`config.mk`:
```
export PLATFORM = sky130hd
export DESIGN_NAME = issue_queue_flat
export DESIGN_NICKNAME = d
export VERILOG_FILES = /design/src/rtl/issue_queue_pkg.sv /design/src/rtl/issue_queue_if.sv /design/src/rtl/issue_queue_scoreboard.sv /design/src/rtl/issue_queue.sv /design/src/flat_wrapper.sv
export SDC_FILE = /design/constraint.sdc
export NUM_CORES = 1
export LEC_CHECK = 0
export BUFFER_PORTS_ARGS = -buffer_cell sky130_fd_sc_hd__buf_2
export CAP_MARGIN = 0
export CORE_ASPECT_RATIO = 0.6
export CORE_MARGIN = 8
export CORE_UTILIZATION = 30
export CTS_CLUSTER_SIZE = 40
export DETAILED_ROUTE_END_ITERATION = 10
export MAX_ROUTING_LAYER = met4
export PLACE_DENSITY = 0.58
export RECOVER_POWER = 100
export SLEW_MARGIN = 0
export SYNTH_ARGS = -nofsm -noshare
export SYNTH_HDL_FRONTEND = slang
export SYNTH_SLANG_ARGS = --single-unit
```
`constraint.sdc`:
```
create_clock -name clk -period 25.8 [get_ports clk]
set_input_delay 1.29 -clock clk [delete_from_list [all_inputs] [get_ports clk]]
set_output_delay 1.29 -clock clk [all_outputs]
set_load 0.03 [all_outputs]
```
`src/rtl/issue_queue_pkg.sv`:
```
// issue_queue_pkg: shared sizes, entry layout and register one-hot helper for the issue queue
package issue_queue_pkg;
    localparam int DEPTH = 4;
    localparam int PTR_W = $clog2(DEPTH);
    localparam int BUS_W = 211;
    localparam logic [PTR_W:0] FULL_CNT = (PTR_W+1)'(DEPTH);
    typedef struct packed {
        logic [BUS_W-1:0] bus;
        logic [4:0]       rj;
        logic [4:0]       rkd;
        logic [4:0]       dest;
        logic             gr_we;
    } iq_entry_t;
    function automatic logic [31:0] reg_onehot(input logic [4:0] r);
        return 32'd1 << r;
    endfunction
endpackage

```
`src/rtl/issue_queue_if.sv`:
```
// issue_queue_if: ID-side enqueue, issue-side handshake, writeback and control signals of the issue queue
interface issue_queue_if;
    import issue_queue_pkg::*;
    logic             ds_flush;
    logic             sb_clear;
    logic             ds_to_is_valid;
    logic [BUS_W-1:0] ds_to_is_bus;
    logic [4:0]       ds_rj;
    logic [4:0]       ds_rkd;
    logic [4:0]       ds_dest;
    logic             ds_gr_we;
    logic             IQ_allowin;
    logic             is_allowin;
    logic             iq_to_is_valid;
    logic [BUS_W-1:0] iq_to_is_bus;
    logic             wb_valid;
    logic [4:0]       wb_dest;
    logic [PTR_W:0]   iq_count;
    modport slave (
        input  ds_flush, sb_clear, ds_to_is_valid, ds_to_is_bus, ds_rj, ds_rkd, ds_dest, ds_gr_we,
        input  is_allowin, wb_valid, wb_dest,
        output IQ_allowin, iq_to_is_valid, iq_to_is_bus, iq_count
    );
    modport master (
        output ds_flush, sb_clear, ds_to_is_valid, ds_to_is_bus, ds_rj, ds_rkd, ds_dest, ds_gr_we,
        output is_allowin, wb_valid, wb_dest,
        input  IQ_allowin, iq_to_is_valid, iq_to_is_bus, iq_count
    );
endinterface

```
`src/rtl/issue_queue_scoreboard.sv`:
```
// iq_scoreboard: busy bit per architectural register, set on issue, cleared on writeback, with same-cycle writeback bypass on reads
module iq_scoreboard
    import issue_queue_pkg::*;
(
    input  logic       clk,
    input  logic       reset,
    input  logic       sb_clear_i,
    input  logic       set_en_i,
    input  logic [4:0] set_reg_i,
    input  logic       wb_valid_i,
    input  logic [4:0] wb_dest_i,
    input  logic [4:0] rd0_reg_i,
    input  logic [4:0] rd1_reg_i,
    output logic       rd0_busy_o,
    output logic       rd1_busy_o
);
    logic [31:0] busy_q, busy_d, busy_eff;
    // writeback releases its register this cycle; an issuing writer re-marks it and wins; r0 never busy
    always_comb begin
        busy_eff   = busy_q & ~(wb_valid_i ? reg_onehot(wb_dest_i) : 32'd0);
        busy_d     = sb_clear_i ? 32'd0 : (busy_eff | (set_en_i ? reg_onehot(set_reg_i) : 32'd0)) & ~32'd1;
        rd0_busy_o = busy_eff[rd0_reg_i];
        rd1_busy_o = busy_eff[rd1_reg_i];
    end
    // busy vector register
    always_ff @(posedge clk or posedge reset) begin
        if (reset) busy_q <= '0;
        else       busy_q <= busy_d;
    end
endmodule

```
`src/rtl/issue_queue.sv`:
```
// issue_queue: in-order circular instruction buffer that issues its head once source registers are free
module issue_queue
    import issue_queue_pkg::*;
(
    input logic           clk,
    input logic           reset,
    issue_queue_if.slave  iq
);
    iq_entry_t        mem_q [DEPTH];
    iq_entry_t        head;
    logic [DEPTH-1:0] vld_q, vld_d;
    logic [PTR_W-1:0] head_q, head_d, tail_q, tail_d;
    logic [PTR_W:0]   count_q, count_d;
    logic             enq, deq, rj_busy, rkd_busy;
    // handshakes, outputs and next pointer state; allowin looks only at registered occupancy
    always_comb begin
        head              = mem_q[head_q];
        iq.IQ_allowin     = count_q != FULL_CNT;
        iq.iq_to_is_valid = (count_q != '0) && !(rj_busy || rkd_busy) && !iq.ds_flush;
        iq.iq_to_is_bus   = (count_q != '0) ? head.bus : '0;
        iq.iq_count       = count_q;
        enq               = iq.ds_to_is_valid && iq.IQ_allowin && !iq.ds_flush;
        deq               = iq.iq_to_is_valid && iq.is_allowin;
        head_d            = iq.ds_flush ? '0 : head_q + PTR_W'(deq);
        tail_d            = iq.ds_flush ? '0 : tail_q + PTR_W'(enq);
        count_d           = iq.ds_flush ? '0 : count_q + (PTR_W+1)'(enq) - (PTR_W+1)'(deq);
        vld_d             = iq.ds_flush ? '0 : (vld_q & ~(DEPTH'(deq) << head_q)) | (DEPTH'(enq) << tail_q);
    end
    // pointer, occupancy and entry-valid registers
    always_ff @(posedge clk or posedge reset) begin
        if (reset) begin
            head_q  <= '0;
            tail_q  <= '0;
            count_q <= '0;
            vld_q   <= '0;
        end else begin
            head_q  <= head_d;
            tail_q  <= tail_d;
            count_q <= count_d;
            vld_q   <= vld_d;
        end
    end
    // entry payload storage, written at the tail on enqueue
    always_ff @(posedge clk) begin
        if (enq) mem_q[tail_q] <= '{bus: iq.ds_to_is_bus, rj: iq.ds_rj, rkd: iq.ds_rkd, dest: iq.ds_dest, gr_we: iq.ds_gr_we};
    end
    iq_scoreboard u_sb (
        .clk        (clk),
        .reset      (reset),
        .sb_clear_i (iq.sb_clear),
        .set_en_i   (deq && head.gr_we && head.dest != 5'd0),
        .set_reg_i  (head.dest),
        .wb_valid_i (iq.wb_valid),
        .wb_dest_i  (iq.wb_dest),
        .rd0_reg_i  (head.rj),
        .rd1_reg_i  (head.rkd),
        .rd0_busy_o (rj_busy),
        .rd1_busy_o (rkd_busy)
    );
endmodule

```
`src/flat_wrapper.sv`:
```
// flat-port wrapper written by rule: the top's interface ports become plain ports
module issue_queue_flat import issue_queue_pkg::*;
  (clk, reset, iq_ds_flush, iq_sb_clear, iq_ds_to_is_valid, iq_ds_to_is_bus, iq_ds_rj, iq_ds_rkd, iq_ds_dest, iq_ds_gr_we, iq_is_allowin, iq_wb_valid, iq_wb_dest, iq_IQ_allowin, iq_iq_to_is_valid, iq_iq_to_is_bus, iq_iq_count);
  issue_queue_if iq_i ();
  input logic clk;
  input logic reset;
  input wire logic [$bits(iq_i.ds_flush)-1:0] iq_ds_flush;
  input wire logic [$bits(iq_i.sb_clear)-1:0] iq_sb_clear;
  input wire logic [$bits(iq_i.ds_to_is_valid)-1:0] iq_ds_to_is_valid;
  input wire logic [$bits(iq_i.ds_to_is_bus)-1:0] iq_ds_to_is_bus;
  input wire logic [$bits(iq_i.ds_rj)-1:0] iq_ds_rj;
  input wire logic [$bits(iq_i.ds_rkd)-1:0] iq_ds_rkd;
  input wire logic [$bits(iq_i.ds_dest)-1:0] iq_ds_dest;
  input wire logic [$bits(iq_i.ds_gr_we)-1:0] iq_ds_gr_we;
  input wire logic [$bits(iq_i.is_allowin)-1:0] iq_is_allowin;
  input wire logic [$bits(iq_i.wb_valid)-1:0] iq_wb_valid;
  input wire logic [$bits(iq_i.wb_dest)-1:0] iq_wb_dest;
  output wire logic [$bits(iq_i.IQ_allowin)-1:0] iq_IQ_allowin;
  output wire logic [$bits(iq_i.iq_to_is_valid)-1:0] iq_iq_to_is_valid;
  output wire logic [$bits(iq_i.iq_to_is_bus)-1:0] iq_iq_to_is_bus;
  output wire logic [$bits(iq_i.iq_count)-1:0] iq_iq_count;
  assign iq_i.ds_flush = iq_ds_flush;
  assign iq_i.sb_clear = iq_sb_clear;
  assign iq_i.ds_to_is_valid = iq_ds_to_is_valid;
  assign iq_i.ds_to_is_bus = iq_ds_to_is_bus;
  assign iq_i.ds_rj = iq_ds_rj;
  assign iq_i.ds_rkd = iq_ds_rkd;
  assign iq_i.ds_dest = iq_ds_dest;
  assign iq_i.ds_gr_we = iq_ds_gr_we;
  assign iq_i.is_allowin = iq_is_allowin;
  assign iq_i.wb_valid = iq_wb_valid;
  assign iq_i.wb_dest = iq_wb_dest;
  assign iq_IQ_allowin = iq_i.IQ_allowin;
  assign iq_iq_to_is_valid = iq_i.iq_to_is_valid;
  assign iq_iq_to_is_bus = iq_i.iq_to_is_bus;
  assign iq_iq_count = iq_i.iq_count;
  issue_queue u_core (.clk(clk), .reset(reset), .iq(iq_i));
endmodule
```
# --- After elaboration in Yosys (flattened, before gate mapping) ---
# Memories as Yosys holds them, arrays and structs flattened.
# Index checks and enable logic that the tools add are counted.
word_totals:
  reg_bits: 39
  latchBits: 0
  mem_bits_rw: 908
  mem_bits_ro: 0
  input_bits: 239
  out_inout_bits: 216
  word_cells: 42
  mem_count: 1
op_classes:
  n_addsub: 4
  mul: 0
  div_mod_pow: 0
  order_cmp: 2
  eq_ne: 1
  shift: 2
  n_mux: 13
  bitwise: 3
  n_reduce_logical: 12
memory_table:
  columns: ["memory", "words", "width", "rd", "rd_clocked_by_memory_dff", "wr", "line_no", "text"]
  rows:
  - ["u_core.mem_q", 4, 227, 1, 0, 1, "issue_queue.sv:9", "iq_entry_t mem_q [DEPTH];"]
ops:
  columns: ["operator", "n"]
  rows:
  - ["$mux 211", 1]
  - ["$mux 32", 3]
  - ["$shl 1x5->32 const A", 2]
  - ["$and 32x32->32", 1]
  - ["$not 32->32", 1]
  - ["$or 32x32->32", 1]
  - ["$lt 5x6->1 const B", 2]
  - ["$bmux 1 s5", 2]
  - ["$logic_and 1x1->1", 7]
  - ["$reduce_bool 5->1", 1]
  - ["$add 2x1->2", 2]
  - ["$mux 1", 4]
  - ["$mux 2", 2]
  - ["$add 3x1->3", 1]
  - ["$mux 3", 1]
  - ["$ne 3x3->1 const B", 1]
  - ["$reduce_bool 3->1", 1]
  - ["$sub 3x1->3", 1]
  - ["$logic_not 1->1", 2]
  - ["$logic_or 1x1->1", 1]

# --- Depth between registers and ports, before layout ---
logic_depth:
  ltp_word: 16
  ltp_mapped: 18

# --- Modules after synthesis ---
# Synthesis repeated with hierarchy kept, for this count alone.
unflattened:
  cells_unflattened: 1749
  hier_area_um2: 36822.8
by_module_without_submodules:
  columns: ["mod", "n_inst", "cells_each", "area_per_inst_um2", "seq_area_each_um2"]
  rows:
  - ["issue_queue", 1, 1461, 34458.0, 27441.3]
  - ["iq_scoreboard", 1, 288, 2364.8, 775.7]

# --- Least setup slack after synthesis ---
# Ideal clock, no wire load.
synth_path:
  kind: "input-to-reg"
  start: "in iq_ds_flush"
  end: "mem u_core.mem_q[1][0] (netlist name), enable pin"
  t_arrival_ns: 18.118
  slack_ns: 6.543
  stages: 3
  n_path_buf: 1
  path_cell_list: "clkbuf_1 > nand3b_1 > nor3b_1"
synth_via:
  elab_chain_len: 4
synth_lines:
  columns: ["item", "line_no", "text"]
  rows:
  - ["start, declared", "flat_wrapper.sv:7", "input wire logic [$bits(iq_i.ds_flush)-1:0] iq_ds_flush;"]
  - ["$logic_not 1->1", "issue_queue.sv:22", "enq = iq.ds_to_is_valid && iq.IQ_allowin && !iq.ds_flush;"]
  - ["$logic_and 1x1->1", "issue_queue.sv:22", null]
  - ["$mux 1", "issue_queue.sv:45", "if (enq) mem_q[tail_q] <= '{bus: iq.ds_to_is_bus, rj: iq.ds_rj, rkd: iq.ds_rkd, dest: iq.ds_dest, gr_we: iq.ds ..."]
  - ["$mux 1 (implied by the code)", "issue_queue.sv:45", null]
  - ["end, declared", "issue_queue.sv:9", null]
# Every way passes these cells.

# --- Final worst setup path ---
layout_path:
  start: "reg u_core.count_q[2] (netlist: u_core.iq.iq_count[2])"
  end: "out iq_iq_to_is_bus[96]"
layout_via:
  elab_chain_len: 2
layout_lines:
  columns: ["item", "line_no", "text"]
  rows:
  - ["start, declared", "issue_queue.sv:13", "logic [PTR_W:0] count_q, count_d;"]
  - ["start signal, assigned", "issue_queue.sv:39", "count_q <= count_d;"]
  - ["$reduce_bool 3->1", "issue_queue.sv:20", "iq.iq_to_is_bus = (count_q != '0) ? head.bus : '0;"]
  - ["$mux 211", "issue_queue.sv:20", null]
  - ["end, declared", "flat_wrapper.sv:20", "output wire logic [$bits(iq_i.iq_to_is_bus)-1:0] iq_iq_to_is_bus;"]
# Every way passes these cells.

==> metrics.yaml <==
pwr:
  irDropWorstVdd_uv: 90.9
  finalPower_mw: 4.18
  power_leakage_nw: 13.0
  power.density_nw_per_um2: 96.5
worst_hold_path:
  min_to: "u_core.u_sb.busy_q[13]"
  worstHoldPathType: "register to register"
  min_from: "u_core.u_sb.busy_q[13]"
  worstHoldPathCells: 2
cts:
  hold_buffers: 0
  cts_tree: "done"
  path_clk_slew_ns: 0.06
  clk_latency_ns: 0.65
  clock_path_buffers: 3
  cts_sinks: 946
  root_buffer: "clkbuf_16"
  cts-resized-gates: 0
  post_cts_buffers: 0
  cts-buffers-inserted: 92
  htreeDepth: 3
timing:
  rsz0062_at_grt: "no"
  fin_setup_tns_ns: 0
  final-setup-viol-count: 0
  fin_ws_ns: 12.81
  hold_viol_final: 0
  period_minus_slack_ns: 12.99
  fin_skew_ns: 0.0176
  period_share: 0.504
  slew_viol_final: 1311
  fmax_mhz: 77.0
  slew_headroom: -4.55
  tightest_slew_ns: 8.32
die:
  die_width_um: 469
  rows: 99
  coreArea_um2: 122000
  io_pins: 455
  die_h_um: 288
  initial_utilization: 0.303
  die_area_um2: 135000
setup_path:
  cp-start-kind: "register"
  cp_slowest_cell: "clkbuf_1"
  max_stage_delay_ns: 5.86
  arrival_ns: 11.70
  end_kind: "output port"
  reg2regPathDepth: 14
  crit_top_cell: "clkbuf_1"
  reg2reg_to: "u_core.iq.iq_count[2]"
  critPathKind: "register to output port"
  rrSetupSlack_ns: 13.33
  crit_fanout: 149
  crit_chain: "nor3_1 -> clkbuf_1 -> clkbuf_1 -> nor2b_1 -> clkbuf_1"
  r2r-start: "u_core.iq.iq_count[2]"
  required_ns: 24.51
yosys:
  syn_avg_cell_area_um2: 21.2
  syn-num-nets: 1986
  syn_inst: 1744
  synth_area_um2: 36900
  synth_edf_count: 908
  ys_ff_latch: 946
  ys_seq_area_frac: 0.764
  async_reset_ff_frac: 0.0402
  synth.distinct_cells: 56
  ys_top_cells_by_count: "edfxtp_1 (908), mux4_2 (228), nor2b_1 (218)"
  synth_top_area_cell: "edfxtp_1"
  synth_flop_cell: "edfxtp_1"
  ys_warn_count: 0
  synth_most_common_cell: "edfxtp_1"
  synth_area_leaders: "edfxtp_1 (74%), mux4_2 (14%), nor2b_1 (3.7%)"
  yosysTopAreaCellShare: 0.738
outcome:
  outcome: "finished with violations"
  violations: "max-capacitance violations, max-slew violations"
grt:
  grt_max_degree: 150
  grt_pass1_wl_um: 136000
  grt_pass1_vias: 19885
  antenna_found_initial: 26
  track_usage: 0.138
  grt-ovfl-total: 0
route:
  via_per_inst: 4.80
  drt-initial-drc-count: 1636
  routedWlPerCell_um: 23.9
  vias: 18907
  first_pass_iters: 7
  post-route-drc-count: 0
  wirelength_um: 94000
  drtAntennaViolNets: 0
place:
  port-buffer-count: 454
  pre_cts_ws_ns: 20.05
  place.gp.congestion: 0.862
  dp_hpwl_um: 59500
run:
  drv_cap: 26
layout:
  fin_util: 0.356
  syn_to_final_growth_pct: 17.3
  drive_above_1_share: 0.173
  fin_nets: 2470
  nFillCells: 11529
-- worst max-delay path by stage --
stage | to | startpoint | cells past startpoint
6_report | iq_iq_to_is_bus[96] | u_core.iq.iq_count[2] | 5
5_1_grt | iq_iq_to_is_bus[96] | u_core.iq.iq_count[0] | 5
4_1_cts | iq_iq_to_is_bus[58] | u_core.head_q[0] | 6
3_5_place_dp | iq_iq_to_is_bus[58] | u_core.head_q[0] | 6
3_3_place_gp | iq_iq_to_is_bus[58] | u_core.head_q[0] | 6
2_1_floorplan | u_core.mem_q[1][0] | iq_ds_flush | 3
-- sequential cells by signal, summed over array words and instances (netlist names) --
signal              flops
u_core.iq.iq_count      3
u_core.u_sb.busy_q     31
u_core.head_q           2
u_core.mem_q          908
u_core.tail_q           2
-- metrics by stage --
step | cells | hold slack (ns) | instance area [um^2]
final | 3939 | 0.537 | 43300
after global routing | 3936 | 0.567 | 43300
after CTS | 3917 | 0.534 | 44000
after detailed placement | 3750 | 0.520 | 41100
after global placement | 3750 | 0.528 | 41100
after floorplan | 1744 | 0.485 | 36900
-- final cells by class --
cell class | count | area [um^2] | area share
flip-flops and latches | 946 | 28200 | 0.651
multi-input cells | 696 | 8250 | 0.190
clock buffers | 112 | 2420 | 0.0558
well taps | 1616 | 2020 | 0.0466
repair buffers | 484 | 1870 | 0.0432
clock inverters | 55 | 469 | 0.0108
diodes | 22 | 55.1 | 0.00127
inverters | 8 | 30.0 | 0.000693
-- cells by family (layout without fill, tap and decap cells) --
group | Yosys count | after routing | share of synthesized area
xor+xnor | 8 | 8 | 0.00312
other cells | 0 | 22 | 0
compound gates | 87 | 87 | 0.0186
mux | 262 | 262 | 0.148
simple gates | 336 | 336 | 0.0529
flops | 946 | 946 | 0.764
buf+inv | 102 | 659 | 0.0121
fa+ha+maj | 3 | 3 | 0.00122
-- placed cells by master (no fill, tap or decap), types with 7 or more instances in the layout --
cell type	count
clkinv_2	18
a311oi_1	15
nand2b_1	8
edfxtp_1	908
nor2_1	22
nand3_1	24
diode_2	22
a31oi_1	7
mux4_2	228
clkbuf_16	94
mux2i_1	32
o31ai_1	26
clkinv_1	18
clkbuf_1	481
inv_1	7
buf_2	14
dfrtp_1	37
nand2_1	37
nor2b_1	218
-- power breakdown --
group / total (mW) / switching [mW] / leakage, nW / internal (mW)
combinational: 1.10 / 0.773 / 2.79 / 0.331
clock: 1.30 / 0.572 / 1.40 / 0.729
sequential: 1.78 / 0.0226 / 8.77 / 1.76
-- per-layer routing --
metal	global-route usage	wire, um
met2	0.205	43000
met4	0.0306	1770
met5	-	0
met3	0.0436	7490
met1	0.186	41700
-- worst max-delay path, delay by kind of cell (launching register included) --
kind,cells,cell delay [ns]
buffers and inverters,3,8.89
AND/OR/NAND/NOR,2,1.28
flip-flops,1,0.49
(Power assumes the default switching activity.)
